==> config.mk <==
export PLATFORM = sky130hd
export DESIGN_NAME = uart_rx_flat
export DESIGN_NICKNAME = d
export VERILOG_FILES = /design/src/rtl/uart_pkg.sv /design/src/rtl/uart_rx_if.sv /design/src/rtl/uart_rx_baud_tick_gen.sv /design/src/rtl/uart_rx.sv /design/src/flat_wrapper.sv
export SDC_FILE = /design/constraint.sdc
export NUM_CORES = 1
export LEC_CHECK = 0
export CAP_MARGIN = 20
export CORE_UTILIZATION = 57
export DETAILED_ROUTE_END_ITERATION = 10
export PLACE_DENSITY = 0.77
export SYNTH_ARGS = -nofsm -noshare
export SYNTH_HDL_FRONTEND = slang
export SYNTH_SLANG_ARGS = --single-unit
==> constraint.sdc <==
create_clock -name i_clk -period 2.6 [get_ports i_clk]
set_input_delay 0.52 -clock i_clk [delete_from_list [all_inputs] [get_ports i_clk]]
set_output_delay 0.52 -clock i_clk [all_outputs]
set_load 0.05 [all_outputs]
==> src/rtl/uart_pkg.sv <==
// Shared UART definitions for the receiver and transmitter.
//   rx_state_t     : receiver FSM states
//   tx_state_t     : transmitter FSM states
//   UART_DATA_BITS : payload bits per frame (8N1)
package uart_pkg;

   localparam int UART_DATA_BITS = 8;

   typedef enum logic [2:0] {
      IDLE  = 3'd0,
      START = 3'd1,
      DATA  = 3'd2,
      STOP  = 3'd3,
      BREAK = 3'd4
   } rx_state_t;

   typedef enum logic [1:0] {
      TX_IDLE  = 2'd0,
      TX_START = 2'd1,
      TX_DATA  = 2'd2,
      TX_STOP  = 2'd3
   } tx_state_t;

endpackage

==> src/rtl/uart_rx_if.sv <==
// Receive-side UART bundle.
//   i_rx        : serial line into the receiver (idles high)
//   o_rx_data   : last good byte
//   o_rx_valid  : one-cycle strobe, o_rx_data new in that cycle
//   o_rx_busy   : frame in progress
//   o_frame_err : one-cycle strobe on a low stop bit
// slave  = receiver side, master = line driver / byte consumer.
interface uart_rx_if
   import uart_pkg::*;
();
   logic                      i_rx;
   logic [UART_DATA_BITS-1:0] o_rx_data;
   logic                      o_rx_valid;
   logic                      o_rx_busy;
   logic                      o_frame_err;

   modport slave (
      input  i_rx,
      output o_rx_data,
      output o_rx_valid,
      output o_rx_busy,
      output o_frame_err
   );

   modport master (
      output i_rx,
      input  o_rx_data,
      input  o_rx_valid,
      input  o_rx_busy,
      input  o_frame_err
   );
endinterface

==> src/rtl/uart_rx_baud_tick_gen.sv <==
// BaudTickGen: free-running oversampling tick source.
//   i_clk       : system clock
//   i_aresetn   : async active-low reset
//   o_baud_tick : one-cycle pulse at BAUD_RATE*OVERSAMPLING
// The divisor is rounded to the nearest integer; the residual error is
// absorbed by the receiver's mid-bit sampling margin.
module BaudTickGen #(
   parameter int CLK_FREQ     = 100000000,
   parameter int BAUD_RATE    = 115200,
   parameter int OVERSAMPLING = 16
) (
   input  logic i_clk,
   input  logic i_aresetn,
   output logic o_baud_tick
);

   localparam int TICK_RATE = BAUD_RATE * OVERSAMPLING;
   localparam int DIV       = (CLK_FREQ + TICK_RATE / 2) / TICK_RATE;
   localparam int CW        = (DIV > 1) ? $clog2(DIV) : 1;
   localparam logic [CW-1:0] C_RELOAD = CW'(DIV - 1);

   logic [CW-1:0] r_cnt;
   logic          w_tc;

   assign w_tc        = (r_cnt == '0);
   assign o_baud_tick = w_tc;

   always_ff @(posedge i_clk or negedge i_aresetn) begin
      if (!i_aresetn) begin
         r_cnt <= C_RELOAD;
      end else if (w_tc) begin
         r_cnt <= C_RELOAD;
      end else begin
         r_cnt <= r_cnt - 1'b1;
      end
   end

endmodule

==> src/rtl/uart_rx.sv <==
// uart_rx: 8N1 UART receiver with oversampled mid-bit sampling.
//   i_clk     : system clock
//   i_aresetn : async active-low reset
//   bus       : uart_rx_if.slave (i_rx in; data/valid/busy/frame_err out)
//
// state | meaning
// ------+-------------------------------------------------------------
// IDLE  | line high, watching every clock for a falling edge
// START | counting to mid start bit to confirm it is still low
// DATA  | sampling 8 data bits LSB-first, one per bit period
// STOP  | sampling stop bit; high -> byte out, low -> framing error
// BREAK | line held low after a framing error; wait for it to go high
module uart_rx
   import uart_pkg::*;
#(
   parameter int CLK_FREQ     = 100000000,
   parameter int BAUD_RATE    = 115200,
   parameter int OVERSAMPLING = 16
) (
   input  logic     i_clk,
   input  logic     i_aresetn,
   uart_rx_if.slave bus
);

   localparam int TW = $clog2(OVERSAMPLING);
   localparam logic [TW-1:0] C_HALF_M1  = TW'(OVERSAMPLING / 2 - 1);
   localparam logic [TW-1:0] C_FULL_M1  = TW'(OVERSAMPLING - 1);
   localparam logic [2:0]    C_LAST_BIT = 3'(UART_DATA_BITS - 1);

   logic                      w_tick;
   logic                      r_rx_meta;
   logic                      r_rx_s;
   rx_state_t                 r_state,    w_state_nxt;
   logic [TW-1:0]             r_tick_cnt, w_tick_nxt;
   logic [2:0]                r_bit_cnt,  w_bit_nxt;
   logic [UART_DATA_BITS-1:0] r_shift,    w_shift_nxt;
   logic [UART_DATA_BITS-1:0] r_data,     w_data_nxt;
   logic                      r_valid,    w_valid_nxt;
   logic                      r_err,      w_err_nxt;
   logic                      r_busy;

   BaudTickGen #(
      .CLK_FREQ     (CLK_FREQ),
      .BAUD_RATE    (BAUD_RATE),
      .OVERSAMPLING (OVERSAMPLING)
   ) u_baud (
      .i_clk       (i_clk),
      .i_aresetn   (i_aresetn),
      .o_baud_tick (w_tick)
   );

   // Synchronizer resets to the idle (high) level so reset never looks
   // like a start bit.
   always_ff @(posedge i_clk or negedge i_aresetn) begin
      if (!i_aresetn) begin
         r_rx_meta <= 1'b1;
         r_rx_s    <= 1'b1;
      end else begin
         r_rx_meta <= bus.i_rx;
         r_rx_s    <= r_rx_meta;
      end
   end

   always_comb begin
      w_state_nxt = r_state;
      w_tick_nxt  = r_tick_cnt;
      w_bit_nxt   = r_bit_cnt;
      w_shift_nxt = r_shift;
      w_data_nxt  = r_data;
      w_valid_nxt = 1'b0;
      w_err_nxt   = 1'b0;

      case (r_state)
         IDLE: begin
            if (!r_rx_s) begin
               w_state_nxt = START;
               w_tick_nxt  = '0;
            end
         end
         START: begin
            if (w_tick) begin
               if (r_tick_cnt == C_HALF_M1) begin
                  if (!r_rx_s) begin
                     w_state_nxt = DATA;
                     w_tick_nxt  = '0;
                     w_bit_nxt   = '0;
                  end else begin
                     w_state_nxt = IDLE;
                  end
               end else begin
                  w_tick_nxt = r_tick_cnt + 1'b1;
               end
            end
         end
         DATA: begin
            if (w_tick) begin
               if (r_tick_cnt == C_FULL_M1) begin
                  w_shift_nxt = {r_rx_s, r_shift[UART_DATA_BITS-1:1]};
                  w_tick_nxt  = '0;
                  if (r_bit_cnt == C_LAST_BIT) begin
                     w_bit_nxt   = '0;
                     w_state_nxt = STOP;
                  end else begin
                     w_bit_nxt = r_bit_cnt + 3'd1;
                  end
               end else begin
                  w_tick_nxt = r_tick_cnt + 1'b1;
               end
            end
         end
         STOP: begin
            if (w_tick) begin
               if (r_tick_cnt == C_FULL_M1) begin
                  w_tick_nxt = '0;
                  if (r_rx_s) begin
                     w_data_nxt  = r_shift;
                     w_valid_nxt = 1'b1;
                     w_state_nxt = IDLE;
                  end else begin
                     w_err_nxt   = 1'b1;
                     w_state_nxt = BREAK;
                  end
               end else begin
                  w_tick_nxt = r_tick_cnt + 1'b1;
               end
            end
         end
         BREAK: begin
            if (r_rx_s) begin
               w_state_nxt = IDLE;
            end
         end
         default: begin
            w_state_nxt = IDLE;
         end
      endcase
   end

   always_ff @(posedge i_clk or negedge i_aresetn) begin
      if (!i_aresetn) begin
         r_state    <= IDLE;
         r_tick_cnt <= '0;
         r_bit_cnt  <= '0;
         r_shift    <= '0;
         r_data     <= '0;
         r_valid    <= 1'b0;
         r_err      <= 1'b0;
         r_busy     <= 1'b0;
      end else begin
         r_state    <= w_state_nxt;
         r_tick_cnt <= w_tick_nxt;
         r_bit_cnt  <= w_bit_nxt;
         r_shift    <= w_shift_nxt;
         r_data     <= w_data_nxt;
         r_valid    <= w_valid_nxt;
         r_err      <= w_err_nxt;
         // Busy follows the current state, so it lags state entry by a clock.
         r_busy     <= (r_state == START) || (r_state == DATA) || (r_state == STOP);
      end
   end

   assign bus.o_rx_data   = r_data;
   assign bus.o_rx_valid  = r_valid;
   assign bus.o_rx_busy   = r_busy;
   assign bus.o_frame_err = r_err;

endmodule

==> src/flat_wrapper.sv <==
// flat-port wrapper written by rule: the top's interface ports become plain ports
module uart_rx_flat import uart_pkg::*;
#(
   parameter int CLK_FREQ     = 100000000,
   parameter int BAUD_RATE    = 115200,
   parameter int OVERSAMPLING = 16
)
  (i_clk, i_aresetn, bus_i_rx, bus_o_rx_data, bus_o_rx_valid, bus_o_rx_busy, bus_o_frame_err);
  uart_rx_if bus_i ();
  input  logic i_clk;
  input  logic i_aresetn;
  input wire logic [$bits(bus_i.i_rx)-1:0] bus_i_rx;
  output wire logic [$bits(bus_i.o_rx_data)-1:0] bus_o_rx_data;
  output wire logic [$bits(bus_i.o_rx_valid)-1:0] bus_o_rx_valid;
  output wire logic [$bits(bus_i.o_rx_busy)-1:0] bus_o_rx_busy;
  output wire logic [$bits(bus_i.o_frame_err)-1:0] bus_o_frame_err;
  assign bus_i.i_rx = bus_i_rx;
  assign bus_o_rx_data = bus_i.o_rx_data;
  assign bus_o_rx_valid = bus_i.o_rx_valid;
  assign bus_o_rx_busy = bus_i.o_rx_busy;
  assign bus_o_frame_err = bus_i.o_frame_err;
  uart_rx #(.CLK_FREQ(CLK_FREQ), .BAUD_RATE(BAUD_RATE), .OVERSAMPLING(OVERSAMPLING)) u_core (.i_clk(i_clk), .i_aresetn(i_aresetn), .bus(bus_i));
endmodule
==> flow_metrics.env, run 1 <==
export IMPL_final_util_pct=68.6
export IMPL_arrival_ns=1.58
export IMPL_drt_initial_drc_count=40
export IMPL_place_ws_ns=0.728
export IMPL_netlist_cell_type_count=46
export IMPL_crit_end="bus_o_rx_data[2]"
export IMPL_power_switching_uw=213
export IMPL_seqPwrFrac_pct=56.8
export IMPL_ant_nets=0
export IMPL_vias_per_cell=5.63
export IMPL_cp_max_fo=2
export IMPL_initial_utilization_pct=60.5
export IMPL_period_share_pct=80.8
export IMPL_pin_count=14
export IMPL_place_hpwl_um=2300
export IMPL_dr_max_layer_used="met4"
export IMPL_p_int_uw=810
export IMPL_path_class="flip-flop to output pin"
export IMPL_cp_start_kind="flip-flop"
export IMPL_layout_setup_ws_ns=0.500
export IMPL_grt_pass1_vias=1296
export IMPL_ys_seq_area_share_pct=50.6
export IMPL_wl_met3_um=140
export IMPL_post_cts_resized=0
export IMPL_r2r_start="u_core.r_tick_cnt[1]"
export IMPL_async_flop_share_pct=100
export IMPL_critical_path_top_delay_family="buffers and inverters"
export IMPL_slew_violations=0
export IMPL_n_antenna_cell=0
export IMPL_rr_worst_depth=5
export IMPL_cts_setup_buffers=0
export IMPL_synth_area_um2=1850
export IMPL_die_area_um2=3470
export IMPL_cpMaxStageDelayCell="clkdlybuf4s50_1"
export IMPL_ys_warn_count=0
export IMPL_slew_limit_headroom_pct=46.3
export IMPL_rsz0062_at_grt="no"
export IMPL_required_ns=2.08
export IMPL_globalplace_congestion=0.838
export IMPL_fin_nets=182
export IMPL_fp_dieW_um=58.9
export IMPL_p_clk_share_pct=41.8
export IMPL_tightest_slew_ns=0.805
export IMPL_portBuffers=13
export IMPL_numCtsBuffers=5
export IMPL_synth_seq_cells=37
export IMPL_setup_violations=0
export IMPL_clkTransAtPathRegs_ns=0.12
export IMPL_htree_levels=2
export IMPL_grt_usage_pct=23.5
export IMPL_timing_fmax_mhz=476
export IMPL_clock_sinks=37
export IMPL_path_depth=1
export IMPL_mostFrequentLayoutCell="dfrtp_1"
export IMPL_drc_errors=0
export IMPL_syn_inst=160
export IMPL_vias=1233
export IMPL_swShare_pct=20.9
export IMPL_skew_ns=0.0113
export IMPL_status="finished, final reports clean"
export IMPL_slowest_delay_ns=0.83
export IMPL_mostFrequentLayoutCells="dfrtp_1 (31), clkdlybuf4s50_1 (12), nor2_1 (11), nand2_1 (11), mux2_1 (9)"
export IMPL_comb_power_share_pct=1.4
export IMPL_period_minus_slack_ns=2.10
export IMPL_p_leak_uw=0.00100
export IMPL_clock_latency_ns=0.35
export IMPL_timing_rr_end="u_core.r_tick_cnt[1]"
export IMPL_synth_top_flop_cell="dfrtp_1"
export IMPL_wl_met2_um=1620
export IMPL_hold_viol=0
export IMPL_cts_root_buf="clkbuf_4"
export IMPL_synth_edf_count=0
export IMPL_hp_class="primary input to async pin"
export IMPL_power_total_uw=1020
export IMPL_cts_tree="built"
export IMPL_setup_tns_ns=0
export IMPL_grt_remaining_overflow=0
export IMPL_first_pass_iters=4
export IMPL_drive_above_1_share_pct=18.3
export IMPL_drt_wirelength_per_cell_um=15.2
export IMPL_grt_max_degree=38
export IMPL_postSynthAreaPerCell_um2=11.5
export IMPL_antenna_found_initial=0
export IMPL_routed_wl_um=3320
export IMPL_path_cells="clkdlybuf4s50_1"
export IMPL_startpoint="u_core.bus.o_rx_data[2]"
export IMPL_critical_path_buf_inv_count=1
export IMPL_met1Wirelength_um=1540
export IMPL_p_per_area_nw_per_um2=489
export IMPL_holdBufCountCts=0
export IMPL_die_h_um=58.9
export IMPL_grt_pass1_wl_um=5890
export IMPL_area_delta_synth_final_pct=13.4
export IMPL_r2r_slack_ns=0.67
export IMPL_core_area_um2=3050
export IMPL_end_kind="output pin"
export IMPL_rows=20
export IMPL_syn_num_nets=168
export IMPL_peakVddDrop_mv=0.393
export IMPL_maxCapViolations=0
export IMPL_cts_buffer_depth=2
area by class of cell:
cell class	count	area, µm²
multi-input combinational	108	853
clock inverter	2	37.5
clock buffer	6	51.3
sequential	37	933
inverter	8	30.0
fill	240	960
tap	44	55.1
timing repair buffer	14	133
logic make-up (layout without fill, tap and decap cells):
| family | Yosys count | after routing | synth area share (%) |
|---|---|---|---|
| simple gates | 53 | 53 | 17.6 |
| mux | 19 | 19 | 13.1 |
| buf+inv | 15 | 30 | 3.19 |
| fa+ha+maj | 5 | 5 | 3.39 |
| xor+xnor | 3 | 3 | 1.42 |
| flops | 37 | 37 | 50.6 |
| compound gates | 28 | 28 | 10.8 |
through the flow:
| stage | std cells | cell area [µm²] | hold slack, ns |
|---|---|---|---|
| 2_1_floorplan | 160 | 1850 | 0.224 |
| 3_3_place_gp | 211 | 2000 | 0.346 |
| 3_5_place_dp | 211 | 2000 | 0.347 |
| 4_1_cts | 219 | 2090 | 0.248 |
| 5_1_grt | 219 | 2090 | 0.285 |
| 6_report | 219 | 2090 | 0.233 |
registers in the layout, indices dropped and copies added, names as in the netlist:
register and count:
u_core.r_tick_cnt 4, u_core.r_shift 8, u_core.bus.o_frame_err 1, u_core.r_state 3, u_core.bus.o_rx_data 8, u_core.r_rx_meta 1, u_core.r_rx_s 1, u_core.bus.o_rx_busy 1
u_core.bus.o_rx_valid 1, u_core.r_bit_cnt 3, u_core.u_baud.r_cnt 6
cell usage after synthesis (2+ instances only):
cell type	count	share of area [%]
clkbuf_1	5	1.0
xnor2_1	2	0.95
a211o_1	3	1.4
nand2b_1	3	1.0
nand2_1	11	2.2
a31oi_1	2	0.68
o211a_1	2	1.1
mux2_1	9	5.5
inv_1	8	1.6
o2111ai_1	2	0.95
a21oi_1	5	1.4
dfrtp_1	31	42
nor2_1	11	2.2
mux2_4	8	6.5
mux2i_1	2	1.1
o21ai_0	6	1.6
buf_2	2	0.54
nand3_1	4	1.1
nor4_1	4	1.4
ha_1	5	3.4
or4_1	2	0.81
nor2b_1	2	0.68
and3_1	3	1.0
dfstp_2	6	8.5
power groups by stage:
stage	clock network [µW]	logic [µW]	registers (µW)
2_1_floorplan	0	3.17	590
3_3_place_gp	0	14.4	592
3_5_place_dp	0	14.8	592
4_1_cts	442	14.8	581
5_1_grt	464	16.6	582
6_report	428	13.9	581
worst min path at each step:
stage | to | depth (start not counted) | startpoint
final | u_core.r_tick_cnt[3] | 1 | i_aresetn
after global routing | u_core.r_shift[2] | 1 | i_aresetn
after CTS | u_core.r_tick_cnt[3] | 1 | i_aresetn
after detailed placement | u_core.r_rx_s | 0 | u_core.r_rx_meta
after global placement | u_core.r_rx_s | 0 | u_core.r_rx_meta
after floorplan | u_core.bus.o_frame_err | 0 | i_aresetn
routing by layer:
metal / global-route usage [%] / up-vias
met5: 0 / -
met1: 30.1 / 595
li1: - / 608
met4: 9.18 / 0
met2: 36.7 / 26
met3: 8.35 / 4
Power figures use the tool's default switching activity.
==> inputs of run 2 (changes only) <==
Settings changed: CORE_UTILIZATION 57 to 52, PLACE_DENSITY 0.77 to 0.74.
Clock period 2.6 ns to 1.8 ns, I/O delays scaled along.
==> flow_metrics.env, run 2 (synthesis results as in run 1) <==
export IMPL_status="finished, final reports clean"
export IMPL_required_ns=2.04
export IMPL_fin_nets=198
export IMPL_critical_path_top_delay_family="simple AND/OR/NAND/NOR gates"
export IMPL_peakVddDrop_mv=0.425
export IMPL_portBuffers=13
export IMPL_first_pass_iters=4
export IMPL_drc_errors=0
export IMPL_dr_max_layer_used="met4"
export IMPL_place_ws_ns=0.0213
export IMPL_rsz0062_at_grt="yes"
export IMPL_path_class="flip-flop to flip-flop"
export IMPL_slew_violations=0
export IMPL_place_hpwl_um=2470
export IMPL_period_minus_slack_ns=1.76
export IMPL_setup_tns_ns=0
export IMPL_path_cells="or3_4 > nor3_4 > buf_12 > nand3_4 > mux2_4"
export IMPL_vias_per_cell=5.69
export IMPL_r2r_slack_ns=0.04
export IMPL_globalplace_congestion=0.892
export IMPL_cts_root_buf="clkbuf_4"
export IMPL_period_share_pct=97.9
export IMPL_min_from="u_core.r_rx_meta"
export IMPL_hold_viol=0
export IMPL_numCtsBuffers=5
export IMPL_tightest_slew_ns=0.424
export IMPL_rows=21
export IMPL_cpMaxStageDelayCell="or3_4"
export IMPL_cp_max_fo=5
export IMPL_grt_max_degree=21
export IMPL_core_area_um2=3360
export IMPL_die_area_um2=3790
export IMPL_slew_limit_headroom_pct=71.7
export IMPL_cts_buffer_depth=2
export IMPL_htree_levels=2
export IMPL_critical_path_buf_inv_count=1
export IMPL_routed_wl_um=3590
export IMPL_layout_setup_ws_ns=0.0374
export IMPL_whs_path_depth=0
export IMPL_p_leak_uw=0.00110
export IMPL_ant_nets=0
export IMPL_startpoint="u_core.u_baud.r_cnt[2]"
export IMPL_pin_count=14
export IMPL_setup_violations=0
export IMPL_die_h_um=61.6
export IMPL_cts_tree="built"
export IMPL_grt_pass1_vias=1238
export IMPL_wl_met2_um=1740
export IMPL_skew_ns=0.00957
export IMPL_arrival_ns=2.01
export IMPL_fin_hold_ws_ns=0.365
export IMPL_path_depth=5
export IMPL_fp_dieW_um=61.6
export IMPL_final_util_pct=68.0
export IMPL_timing_rr_end="u_core.bus.o_rx_data[6]"
export IMPL_drt_initial_drc_count=49
export IMPL_timing_fmax_mhz=567
export IMPL_grt_usage_pct=21.3
export IMPL_drive_above_1_share_pct=36.1
export IMPL_vias=1348
export IMPL_slowest_delay_ns=0.42
export IMPL_clock_latency_ns=0.35
export IMPL_hp_class="flip-flop to flip-flop"
export IMPL_maxCapViolations=0
export IMPL_r2r_start="u_core.u_baud.r_cnt[2]"
export IMPL_clock_sinks=37
export IMPL_grt_pass1_wl_um=5620
export IMPL_mostFrequentLayoutCells="dfrtp_1 (31), buf_4 (24), nor2_1 (11), nand2_1 (11), mux2_4 (9)"
export IMPL_clkTransAtPathRegs_ns=0.12
export IMPL_initial_utilization_pct=54.9
export IMPL_drt_wirelength_per_cell_um=15.1
export IMPL_whs_endpoint="u_core.r_rx_s"
export IMPL_end_kind="flip-flop"
export IMPL_power_total_uw=1450
export IMPL_cp_start_kind="flip-flop"
export IMPL_grt_remaining_overflow=0
export IMPL_n_antenna_cell=0
export IMPL_rr_worst_depth=5
export IMPL_mostFrequentLayoutCell="dfrtp_1"
export IMPL_p_per_area_nw_per_um2=635
export IMPL_antenna_found_initial=0
export IMPL_wl_met3_um=151
export IMPL_area_delta_synth_final_pct=24.0
export IMPL_met1Wirelength_um=1610
[run 2: cell count changes in the layout (fill, tap and decap cells not counted), moves of 2 or more]
cell and change:
a21oi_2 +2, a21oi_1 -2, ha_1 -2, clkdlybuf4s50_1 -11
buf_4 +23, ha_4 +2, buf_12 +2
[run 2: area by class of cell]
| class | count | area, µm² |
|---|---|---|
| fill | 265 | 1070 |
| multi-input combinational | 109 | 938 |
| sequential | 37 | 933 |
| timing repair buffer | 29 | 245 |
| tap | 46 | 57.6 |
| clock inverter | 3 | 46.3 |
| clock buffer | 5 | 37.5 |
| inverter | 8 | 30.0 |
[run 2: power by group]
part | total [µW] | internal, µW | switching (µW) | leakage, µW
sequential | 840 | 836 | 4.19 | 0.000485
clock | 587 | 294 | 293 | 0.0000414
combinational | 27.3 | 9.59 | 17.8 | 0.000574
[run 2: worst register-to-register path: cells and delay by family, from the launching register on]
family | cells | cell delay (ns)
and+or+nand+nor | 3 | 0.79
DFF | 1 | 0.41
muxes | 1 | 0.33
buffers and inverters | 1 | 0.14
[run 2: repair_timing]
| item | CTS | global route |
|---|---|---|
| setup endpoints to repair | 1 | 20 |
| pin swaps | 1 | 3 |
| hold endpoints to repair | 11 | 0 |
| cloned | 0 | 1 |
| hold buffers | 1 | 0 |
| resized for setup | 0 | 16 |
| buffers inserted | 0 | 2 |
[run 2: worst max path at each step]
stage                              endpoint  slack [ns]
floorplan              u_core.r_tick_cnt[1]        0.05
global placement    u_core.bus.o_rx_data[4]        0.03
detailed placement  u_core.bus.o_rx_data[6]        0.02
CTS                 u_core.bus.o_rx_data[6]      0.0009
global route              u_core.r_shift[3]       -0.02
finish              u_core.bus.o_rx_data[6]        0.04
[run 2: metrics by stage]
stage	cells	instance area, µm²
2_1_floorplan	160	1850
3_3_place_gp	225	2080
3_5_place_dp	225	2080
4_1_cts	234	2180
5_1_grt	237	2290
6_report	237	2290
[run 2: layer usage]
metal,up-vias,track usage [%]
met2,37,32.6
li1,638,-
met4,0,13.0
met1,664,27.4
met3,9,5.04
met5,-,0
==> RTL change 1: new RTL, config.mk and constraints of run 2 <==
`BAUD_RATE` is set to 115200 in 3 places; all go to 57600.
--- a/src/rtl/uart_rx_baud_tick_gen.sv
+++ b/src/rtl/uart_rx_baud_tick_gen.sv
@@ -6,7 +6,7 @@
 // absorbed by the receiver's mid-bit sampling margin.
 module BaudTickGen #(
    parameter int CLK_FREQ     = 100000000,
-   parameter int BAUD_RATE    = 115200,
+   parameter int BAUD_RATE    = 57600,
    parameter int OVERSAMPLING = 16
 ) (
    input  logic i_clk,
--- a/src/rtl/uart_rx.sv
+++ b/src/rtl/uart_rx.sv
@@ -14,7 +14,7 @@
    import uart_pkg::*;
 #(
    parameter int CLK_FREQ     = 100000000,
-   parameter int BAUD_RATE    = 115200,
+   parameter int BAUD_RATE    = 57600,
    parameter int OVERSAMPLING = 16
 ) (
    input  logic     i_clk,
--- a/src/flat_wrapper.sv
+++ b/src/flat_wrapper.sv
@@ -2,7 +2,7 @@
 module uart_rx_flat import uart_pkg::*;
 #(
    parameter int CLK_FREQ     = 100000000,
-   parameter int BAUD_RATE    = 115200,
+   parameter int BAUD_RATE    = 57600,
    parameter int OVERSAMPLING = 16
 )
   (i_clk, i_aresetn, bus_i_rx, bus_o_rx_data, bus_o_rx_valid, bus_o_rx_busy, bus_o_frame_err);
Check against the original RTL: same outputs for any inputs over 10 cycles, from zero or initial values and one cycle with i_aresetn low; that may be too few to reach the edited logic, so the function may still have changed.
==> RTL change 1 against run 2 <==
- the run now ends with setup timing left
- global-route usage down 0.59 points
- design area down 4.6%
- setup slack worse by 0.046 ns
- routed wire length down 7.1%
- cell count down 6.3%
- critical path type unchanged
- count of clock-buffer cells in the layout up 1
- clock power up 29%
- die area down 5.9%
- sequential cell count up 1
- total power up 13%
- area after synthesis down 6.1%
- largest power group unchanged
- first-iteration DRC count down 29%
==> RTL change 1: results (changes against run 2) <==
final worst clock skew=0.00472 ns (-0.00485 ns); leakage power figure=1.05 nW (-4.8%); compound-cell area share of the yosys netlist=6.35% (-4.4 points); Tightest Pin Transition=0.652 ns (+0.229 ns); Place WS=-0.0197 ns (-0.0410 ns); final-report setup violation count=2 (+2); internal cell power=1.34 mW (+17%); distinct cell type count after synthesis=41 (-11%); xor-xnor portion of the synthesized cell area=2.53% (+1.1 points); mux share of post-synthesis cell area=12.8% (-0.30 points); end of the worst register-to-register path=u_core.r_tick_cnt[0]$_DFFE_PN0P_; Root Buffer Master=clkbuf_4; Worst Path Max Fanout=6 (+1); Synth Area in Adders=3.61% (+0.22 points); peak ir drop on the vdd network=0.544 mV (+28%); fillcell total=248 (-6.4%); Final Hold Slack=0.364 ns (-0.00134 ns); Area after DPL=0.00196 mm^2 (-5.9%); slowest CP cell=or4_2; top post-synthesis cells by area=dfrtp_1, mux2_2, dfstp_2, ha_1, nand2_1; total via count after detailed routing=1187 (-12%); arrival time at the worst endpoint=2.09 ns (+0.08 ns); WL final=3330 um (-7.1%); maximum number of pins on one net before global-route repair=21 (unchanged); wire length of the first global-routing pass=5230 um (-6.9%); HPWL after DPL=2250 um (-9.0%); violations in the final reports=setup timing; Total GRT Usage=20.7% (-0.59 points); Worst Slack Setup Final=-0.00844 ns (-0.0458 ns); clock buffers created by TritonCTS=5 (unchanged); vias in the first global route=1092 (-12%); routability congestion estimate from global placement=0.835 (-6.4%); outcome=complete, but fails checks; top cells by count, synth=dfrtp_1, mux2_2, nand2_1
==> RTL change 1: cell types whose count changed in the layout (fill, tap and decap cells not counted), moves of 3 or more <==
cell,run 2,this run
mux2_2,0,16
a211o_1,3,0
nor4_1,4,1
mux2_1,8,0
nand4_1,0,4
o21ai_0,6,2
mux2_4,9,1
==> RTL change 1: through the flow <==
stage,util (%),cells
6_report,70.3,222
5_1_grt,70.3,222
4_1_cts,67.9,218
3_5_place_dp,63.2,207
3_3_place_gp,63.2,207
2_1_floorplan,-,145
==> RTL change 1: logic make-up after synthesis <==
family | Yosys count
adder cells (fa/ha/maj) | 5
AND/OR/NAND/NOR | 48
AO/OA/AOI/OAI | 16
XOR/XNOR | 5
flip-flops | 38
multiplexers | 20
buffers and inverters | 13
==> RTL change 1: final cells by class <==
cell class	instances	area [um^2]	area share, %
repair buffers	30	248	11.4
multi-input cells	94	779	35.7
clock inverters	2	60.1	2.75
inverters	8	30.0	1.38
well taps	44	55.1	2.52
flip-flops and latches	38	958	43.9
clock buffers	6	51.3	2.35
==> RTL change 1: worst max path at each step <==
stage                                           from                                to  slack, ns  cells after the start
finish              u_core.u_baud.r_cnt[5]$_DFF_PN1_  u_core.r_tick_cnt[0]$_DFFE_PN0P_     -0.008                      5
global placement    u_core.u_baud.r_cnt[5]$_DFF_PN1_   u_core.r_bit_cnt[0]$_DFFE_PN0P_     -0.004                      4
detailed placement  u_core.u_baud.r_cnt[5]$_DFF_PN1_   u_core.r_bit_cnt[0]$_DFFE_PN0P_      -0.02                      4
global route        u_core.u_baud.r_cnt[5]$_DFF_PN1_  u_core.r_tick_cnt[3]$_DFFE_PN0P_      -0.04                      5
floorplan           u_core.u_baud.r_cnt[5]$_DFF_PN1_   u_core.r_bit_cnt[0]$_DFFE_PN0P_     -0.004                      4
CTS                 u_core.u_baud.r_cnt[2]$_DFF_PN1_   u_core.r_bit_cnt[0]$_DFFE_PN0P_      -0.02                      4
==> RTL change 1: power groups by stage <==
stage	registers (mW)	logic, mW	clock network [mW]
6_report	0.861	0.0276	0.757
5_1_grt	0.862	0.0327	0.807
4_1_cts	0.861	0.0292	0.769
3_5_place_dp	0.877	0.0274	0
2_1_floorplan	0.874	0.00451	0
3_3_place_gp	0.877	0.0266	0
==> RTL change 1: what timing repair did <==
action                                  4_1_cts  5_1_grt
pin swaps                                     1        3
setup buffers                                 2        4
hold buffers                                  1        0
hold endpoints to repair                     16        0
resized for setup                             1       11
endpoints found under the setup margin       13       19
==> RTL change 1: metal layers <==
metal / up-vias / track usage [%] / wire length (um)
li1: 583 / - / -
met1: 567 / 27.1 / 1490
met2: 27 / 31.1 / 1630
met3: 10 / 8.66 / 145
met4: 0 / 6.98 / 69
met5: - / 0 / 0
==> RTL change 2: new RTL, settings of run 2 <==
Without the edit above. Take the reset off `r_shift` and load it in a clocked block of its own.
--- a/src/rtl/uart_rx.sv
+++ b/src/rtl/uart_rx.sv
@@ -141,7 +141,6 @@
          r_state    <= IDLE;
          r_tick_cnt <= '0;
          r_bit_cnt  <= '0;
-         r_shift    <= '0;
          r_data     <= '0;
          r_valid    <= 1'b0;
          r_err      <= 1'b0;
@@ -150,13 +149,16 @@
          r_state    <= w_state_nxt;
          r_tick_cnt <= w_tick_nxt;
          r_bit_cnt  <= w_bit_nxt;
-         r_shift    <= w_shift_nxt;
          r_data     <= w_data_nxt;
          r_valid    <= w_valid_nxt;
          r_err      <= w_err_nxt;
          // Busy follows the current state, so it lags state entry by a clock.
          r_busy     <= (r_state == START) || (r_state == DATA) || (r_state == STOP);
       end
+   end
+
+   always_ff @(posedge i_clk) begin
+      r_shift <= w_shift_nxt;
    end
 
    assign bus.o_rx_data   = r_data;
Check against the original RTL: same outputs for any inputs over 10 cycles, from zero or initial values and one cycle with i_aresetn low; that may be too few to reach the edited logic, so the function may still have changed.
==> RTL change 2 against run 2 <==
- the flow now finishes with violations (setup timing)
- global-route usage is 0.58 points higher
- sequential cell count stayed put
- total power down 9.6%
- setup slack worse by 0.18 ns
- clock skew grew 0.0058 ns
- routed wire length decreased by 8.5%
- design area shrank 7.8%
- area after synthesis is 11% lower
- clock power decreased by 26%
- die area fell by 11%
==> RTL change 2: results (changes against run 2) <==
Place WS=-0.187 ns (-0.208 ns); Net Count, Synth=141 (-16%); outcome=complete, but fails checks; top cells by count, synth=dfrtp_1, nor2_1, nand2_1; Hold WC Path Type=in2async; final worst clock skew=0.0154 ns (+0.00584 ns); cells on worst reg2reg path=7 (+2); end of the worst register-to-register path=u_core.r_state[0]$_DFFE_PN0P_; Tightest Pin Transition=0.589 ns (+0.166 ns); power share of the combinational group=1.7% (-0.2 points); routability congestion estimate from global placement=0.876 (-1.8%); HPWL after DPL=2240 um (-9.3%); violations in the final reports=setup timing; startpoint of the lowest-slack register-to-register path=u_core.u_baud.r_cnt[3]$_DFF_PN0_; final-report setup violation count=24 (+24); Total GRT Usage=21.9% (+0.58 points); Worst Slack Setup Final=-0.140 ns (-0.177 ns); top post-synthesis cells by area=dfrtp_1, edfxtp_1, dfstp_2, mux2_2, ha_1; maximum number of pins on one net before global-route repair=30 (+43%); leakage power figure=0.935 nW (-15%); vias in the first global route=1147 (-7.4%); proportion of layout cells with a drive suffix above 1=40.8% (+4.7 points); Synth Area in Adders=3.81% (+0.42 points); number of synthesized flops with an enable pin=8 (+8); Layout Nets=181 (-8.6%); share of synthesized flip-flops with an asynchronous set or reset=78.4% (-22 points); WL/cell=15.1 um (-0.47%); part of the Yosys area used for sequential elements=59.3% (+8.8 points); mux share of post-synthesis cell area=7.40% (-5.7 points); Worst Path Max Fanout=6 (+1); compound-cell area share of the yosys netlist=9.23% (-1.6 points); sw frac=22.6% (+0.97 points); slowest stage delay, CP=0.40 ns (-0.02 ns); initial drt markers=36 (-27%); slowest CP cell=dfrtp_1; wire length of the first global-routing pass=5400 um (-3.8%)
RTL change 2: per-stage QoR:
stage,setup TNS [ns],instances,power (mW),cell area [um^2]
finish,-1.85,218,1.31,2110
global route,-2.91,218,1.37,2110
CTS,-1.03,215,1.33,2050
detailed placement,-2.48,207,0.899,1960
global placement,-1.36,207,0.899,1960
floorplan,-3.55,133,0.879,1640
RTL change 2: per-layer routing:
layer	share of wire (%)	routed length (um)	global-route usage (%)
met5	0	0	0
met4	1.4	46	8.84
met2	51	1670	33.0
met1	44	1430	29.6
met3	3.9	129	6.70
RTL change 2: how the worst max path moves through the flow:
stage | start | end | slack [ns] | cells past startpoint
4_1_cts | u_core.u_baud.r_cnt[3]$_DFF_PN0_ | u_core.bus.o_rx_data[3]$_DFFE_PN0P_ | -0.12 | 5
5_1_grt | u_core.u_baud.r_cnt[3]$_DFF_PN0_ | u_core.bus.o_rx_data[3]$_DFFE_PN0P_ | -0.17 | 5
3_3_place_gp | u_core.u_baud.r_cnt[2]$_DFF_PN1_ | u_core.bus.o_rx_data[1]$_DFFE_PN0P_ | -0.12 | 5
2_1_floorplan | u_core.u_baud.r_cnt[3]$_DFF_PN0_ | u_core.bus.o_rx_data[0]$_DFFE_PN0P_ | -0.22 | 4
6_report | u_core.u_baud.r_cnt[3]$_DFF_PN0_ | u_core.r_state[0]$_DFFE_PN0P_ | -0.14 | 7
3_5_place_dp | u_core.u_baud.r_cnt[3]$_DFF_PN0_ | u_core.bus.o_rx_data[2]$_DFFE_PN0P_ | -0.19 | 5
RTL change 2: layout make-up:
type | instances | area, um^2
Clock inverter | 2 | 15.0
Tap cell | 44 | 55.1
Multi-Input combinational cell | 86 | 688
Sequential cell | 37 | 973
Timing Repair Buffer | 38 | 318
Clock buffer | 6 | 41.3
Inverter | 5 | 18.8
Fill cell | 214 | 918
